$ cat src/rtl/register_file.sv
// -----------------------------------------------------------------------------
// register_file
//   32-entry register file with one write port and two registered read ports.
//   R0 is hard-wired to zero: writes to it are discarded and reads return 0.
//   A write is steered by the global strobe WE and a one-hot (or multi-hot)
//   select vector WEd coming from an external address decoder.
//
//   Read data is registered, so Dout1/Dout2 show R[Ard1]/R[Ard2] one cycle
//   after the address is presented.
//
//   Build option:
//     RF_BYPASS_EN  defined   -> write-first: a read of a register being
//                                written in the same cycle returns Din.
//                   undefined -> read-first: the same read returns the value
//                                held before the write.
//
//   Ports:
//     Clk    in   1       sole clock, rising edge
//     Rst    in   1       synchronous active-high reset (clears R0..R31, Dout*)
//     WE     in   1       global write strobe
//     WEd    in   32      per-register write select, bit i -> register i
//     Din    in   DATA_W  write data
//     Ard1   in   5       read address, port 1
//     Ard2   in   5       read address, port 2
//     Dout1  out  DATA_W  registered read data, port 1
//     Dout2  out  DATA_W  registered read data, port 2
// -----------------------------------------------------------------------------
module register_file #(
    parameter int DATA_W = 32,
    parameter int NREGS  = 32
) (
    input  logic              Clk,
    input  logic              Rst,
    input  logic              WE,
    input  logic [31:0]       WEd,
    input  logic [DATA_W-1:0] Din,
    input  logic [4:0]        Ard1,
    input  logic [4:0]        Ard2,
    output logic [DATA_W-1:0] Dout1,
    output logic [DATA_W-1:0] Dout2
);

    logic [DATA_W-1:0] regs_r [NREGS];
    logic [31:0]       wr_en_s;
    logic [DATA_W-1:0] rd1_s;
    logic [DATA_W-1:0] rd2_s;

    // Effective per-register write enables; bit 0 is masked so R0 never loads.
    always_comb begin
        wr_en_s = 32'h0000_0000;
        if (WE) begin
            wr_en_s = WEd & 32'hFFFF_FFFE;
        end else begin
            wr_en_s = 32'h0000_0000;
        end
    end

    // Port 1 read mux: address 0 forces zero, optional same-cycle forwarding.
    always_comb begin
        rd1_s = regs_r[Ard1];
        if (Ard1 == 5'd0) begin
            rd1_s = {DATA_W{1'b0}};
`ifdef RF_BYPASS_EN
        end else if (wr_en_s[Ard1]) begin
            rd1_s = Din;
`endif
        end else begin
            rd1_s = regs_r[Ard1];
        end
    end

    // Port 2 read mux: same rules as port 1, fully independent.
    always_comb begin
        rd2_s = regs_r[Ard2];
        if (Ard2 == 5'd0) begin
            rd2_s = {DATA_W{1'b0}};
`ifdef RF_BYPASS_EN
        end else if (wr_en_s[Ard2]) begin
            rd2_s = Din;
`endif
        end else begin
            rd2_s = regs_r[Ard2];
        end
    end

    // Storage and output registers; reset wins over any write in the same cycle.
    always_ff @(posedge Clk) begin
        if (Rst) begin
            for (int i = 0; i < NREGS; i++) begin
                regs_r[i] <= {DATA_W{1'b0}};
            end
            Dout1 <= {DATA_W{1'b0}};
            Dout2 <= {DATA_W{1'b0}};
        end else begin
            for (int i = 0; i < NREGS; i++) begin
                if (wr_en_s[i]) begin
                    regs_r[i] <= Din;
                end
            end
            Dout1 <= rd1_s;
            Dout2 <= rd2_s;
        end
    end

endmodule

$ cat config.mk
export PLATFORM = sky130hd
export DESIGN_NAME = register_file
export DESIGN_NICKNAME = d
export VERILOG_FILES = /design/src/rtl/register_file.sv
export SDC_FILE = /design/constraint.sdc
export NUM_CORES = 2
export LEC_CHECK = 0
export BUFFER_PORTS_ARGS = -buffer_cell sky130_fd_sc_hd__buf_2
export CAP_MARGIN = 25
export CELL_PAD_IN_SITES_DETAIL_PLACEMENT = 1
export CELL_PAD_IN_SITES_GLOBAL_PLACEMENT = 2
export CORE_MARGIN = 5
export CORE_UTILIZATION = 40
export CTS_BUF_LIST = sky130_fd_sc_hd__clkbuf_4
export CTS_CLUSTER_DIAMETER = 120
export DETAILED_ROUTE_END_ITERATION = 7
export PLACE_DENSITY = 0.74
export SLEW_MARGIN = 20
export SYNTH_ARGS = -nofsm -noshare
export SYNTH_HDL_FRONTEND = slang
export SYNTH_SLANG_ARGS = --single-unit
$ cat constraint.sdc
create_clock -name Clk -period 2.1 [get_ports Clk]
set_input_delay 0.21 -clock Clk [delete_from_list [all_inputs] [get_ports Clk]]
set_output_delay 0.21 -clock Clk [all_outputs]
set_load 0.02 [all_outputs]
; ---- Yosys cells after proc, flatten, opt, wreduce, memory -nomap -nowiden
; Memories as Yosys holds them, arrays and structs flattened. A register that Yosys moved wholly into a read port is not among the register bits.
; Cells that the tools add are included.
[totals]
output_inout_bits = 64
n_memories = 1
ram_bits = 1024
register_bits = 0
wordCells = 168
inputBits = 77
[memory_table]
columns = memory, depth, word_bits, rd, rd_clocked_by_memory_dff, wr, line_no
row1 = regs_r, 32, 32, 2, 2, 32, 43  ; logic [DATA_W-1:0] regs_r [NREGS];
[classes]
reduce_logical = 4
bitwise_logic = 32
n_mux = 131
[ops]
columns = op, count
row1 = 2-to-1 mux 32 bit, 33
row2 = 2-to-1 mux 1 bit, 98
row3 = bitwise OR 1 bit, 32
row4 = logical NOT 5 bit, 2
row5 = OR reduction 2 bit, 2

; ---- Logic depth before layout (Yosys ltp)
[logic_depth]
depth_word = 5
depth_mapped = 8
depth_no_buf = 4

; ---- Worst setup path before layout
; Ideal clock, no wire load.
[synth_path]
kind = input port to flip-flop
start = input WE
end = memory regs_r[10][0] (enable)
setup_time_ns = 0.389
setup_slack_ns = 0.142
t_required_ns = 1.711
n_path_buf = 2
arrival_time_ns = 1.568
cell_stages = 4
path_cell_list = buf_1 -> nand2_1 -> clkbuf_1 -> nand2_1
[synth_rtl]
columns = element, line_no
row1 = start: declaration, 34  ; input logic WE,
row2 = end: declaration, 43

==> results by group <==
Status
  • Outcome: completed

Clocking
  • Clock-pin slew on the worst setup and hold paths: 0.07 ns
  • Num CTS Buffers: 299
  • Max Root-Sink Buffers: 4
  • Skew-Pair Late Insertion Delay: 1.25 ns
  • CTS tree: yes
  • H-Tree Level Count: 5
  • Clock Sink Count: 1,056
  • Post-CTS Setup Bufs: 0
  • Clk Tree Root Cell: clkbuf_4

Yosys
  • Post-synthesis cell type count: 47
  • Ys Warns: 0
  • Syn_nets: 3,294
  • Area leader, netlist: edfxtp_1
  • Mean Syn Cell Area: 15.78 µm²
  • Post-Syn Area: 50,750 µm²
  • Top FF cell, synth: edfxtp_1
  • Yosys top cell area share: 0.5870
  • Synth Register Bits: 1,056
  • Async SR Flop Fraction: 0
  • Count of flip-flops with a built-in enable after synthesis: 992
  • Top cells by area, synth: edfxtp_1, mux4_2, mux2i_1, nor2_1, dfxtp_1
  • Synth Instances: 3,217
  • Seq/Total Area, Yosys: 0.6122

STA
  • Post-route setup slack: 0.06878 ns
  • Hold Vio Cnt, Final: 0
  • Fin crit share: 0.9672
  • Fin Hold WS: 0.1294 ns
  • Min Tclk post-route: 2.031 ns
  • Max Freq: 492.3 MHz
  • Worst Clk Skew: 0.08204 ns
  • Max Slew Vio Count: 0
  • Worst slew margin: 0.4462
  • RSZ-0062 raised after global routing: no
  • Setup TNS: 0 ns
  • Final setup viols: 0
  • Actual slew at the worst max-slew pin: 0.8289 ns

Worst setup path
  • CP Capture Type: flop
  • WP buf/inv: 1
  • CP Launch Type: flop
  • CP cell instances: mux4_2 -> mux2_2 -> nand3_1 -> dlygate4sd3_1 -> o311ai_1
  • Kind of cell adding the most delay to the critical path: multiplexers
  • CP max stage cell: dlygate4sd3_1
  • Largest fanout on the critical path: 2
  • CP peak stage delay: 0.54 ns
  • Worst Path Class, Setup: reg -> reg
  • Critical Path RT: 3.20 ns
  • Internal reg-to-reg setup slack: 0.07 ns
  • Critical path arrival: 3.13 ns

Die
  • Die Ht: 366.2 µm
  • Die area: 134,100 µm²
  • Initial Util: 0.4031
  • Ports: 141
  • Core area: 125,900 µm²
  • Die Wd: 366.2 µm
  • Row cnt: 130

Global routing
  • Largest net degree at the start of global routing: 38
  • Vias in the first global route: 37,300
  • First-pass GRT wire length: 262,200 µm
  • Initial antenna violation count: 6
  • Total grt overflow: 0
  • Total Routing Usage GR: 0.2703

Route
  • First DRT Iteration DRCs: 4,095
  • DRT Pass-1 Iters: 7
  • Remaining DRCs: 0
  • Total Wirelength: 184,900 µm
  • Number of routed nets with antenna violations: 0
  • Wirelength per Cell: 32.40 µm
  • Routed vias: 35,060
  • Via density per instance: 6.143

Placed design
  • Placed Cells incl. Taps: 5,076
  • Placed cell area: 56,640 µm²
  • Setup slack after placement: -0.2067 ns
  • PortBufs: 139
  • GPL Wtd Cong: 0.8615
  • DPL Wire Length: 121,500 µm

Final layout
  • Fillers: 12,310
  • Final nets: 3,929
  • Area Overhead vs Synth: 21.34%
  • Share of layout cells above drive strength 1: 0.3774
  • Final std cells w/o fill: 5,708
  • Final instance area: 61,580 µm²

Flow run
  • Max_cap viols: 0

Pwr
  • Maximum VDD drop: 0.5513 mV
  • Power Density: 859.6 nW/µm²
  • Static Leak: 22.97 nW

Hold path
  • Min-delay worst type: in -> reg
worst min-delay path: cells and delay by family:
kind	cells	cell delay, ns
buffers and inverters	2	0.60
AND/OR/NAND/NOR	2	0.38
stage by stage:
| step | utilization | power [mW] |
|---|---|---|
| 2_1_floorplan | - | 30.78 |
| 3_3_place_gp | 0.4498 | 34.36 |
| 3_5_place_dp | 0.4499 | 34.75 |
| 4_1_cts | 0.4891 | 53.20 |
| 5_1_grt | 0.4891 | 55.03 |
| 6_report | 0.4891 | 52.94 |
registers in the layout, indices dropped and copies added (netlist names):
register,count
Dout2,32
regs_r,992
Dout1,32
worst paths after layout:
path,start,to,cells past startpoint
hold / removal,Din[14],regs_r[16][14],4
setup reg to reg,regs_r[24][2],Dout2[2],5
setup / recovery,regs_r[24][2],Dout2[2],5
hold reg to reg,regs_r[3][21],Dout2[21],4
cells in the mapped netlist, types with 20 or more instances:
cell type  number
nor2_1        545
nand2b_1       33
o22ai_1        30
mux2_2         98
edfxtp_1      992
mux2i_1       269
inv_1          32
a221o_1        32
dfxtp_1        64
a21oi_1       108
mux4_2        378
buf_1          20
o21ai_0        30
nand2_1       112
clkbuf_1      146
a22o_1         30
a211oi_1       30
a22oi_1        34
buf_4          36
buf_2          63
layout make-up:
type | count | area, µm² | area share
Tap cell | 1650 | 2064 | 0.03352
Clock inverter | 79 | 314.1 | 0.005100
Multi-Input combinational cell | 1833 | 18160 | 0.2948
Sequential cell | 1056 | 31130 | 0.5055
Clock buffer | 427 | 3206 | 0.05205
Antenna cell | 1 | 2.502 | 0.00004064
Inverter | 33 | 126.4 | 0.002052
Timing Repair Buffer | 629 | 6585 | 0.1069
power by group:
part           internal [mW]  switching (mW)  leakage [nW]
registers               25.2            1.10          10.6
logic                   3.81            4.64          10.2
clock network           9.32            8.90          2.14
total                   38.3            14.6          23.0
per-layer routing:
metal / global-route usage / vias up / wire [µm]
met2: 0.4446 / 1972 / 89770
met3: 0.06683 / 418 / 16840
met5: 0 / - / 42
li1: - / 14190 / -
met4: 0.1188 / 6 / 7569
met1: 0.3411 / 18480 / 70690
cells by family after synthesis:
family	after synthesis	synth area share
buffers and inverters	328	0.03385
muxes	751	0.2456
and+or+nand+nor	730	0.05759
DFF	1056	0.6122
AOI/OAI and AO/OA	352	0.05071
cell usage in the layout, fill, tap and decap left out, types with 9 or more instances in the layout:
master,n
edfxtp_1,992
nor2_1,545
clkbuf_4,427
mux4_2,378
mux2i_1,269
buf_4,251
buf_12,139
dlygate4sd3_1,125
a21oi_1,108
buf_2,101
mux2_2,97
nand2_1,64
clkinv_1,58
nand2_2,48
dfxtp_1,36
a22oi_1,34
nand2b_1,33
inv_1,32
a221o_1,32
o22ai_1,30
a211oi_1,30
o21ai_0,30
a22o_1,30
dfxtp_2,19
a32oi_1,16
nand4_1,14
a222oi_1,14
clkinv_2,14
a2111oi_2,11
dfxtp_4,9
buf_6,9
what timing repair did:
action | CTS | global route
hold buffers | 126 | 0
setup endpoints to repair | 32 | 3
hold endpoints to repair | 2048 | 0
resized for setup | 75 | 3
Power figures use the tool's default switching activity.
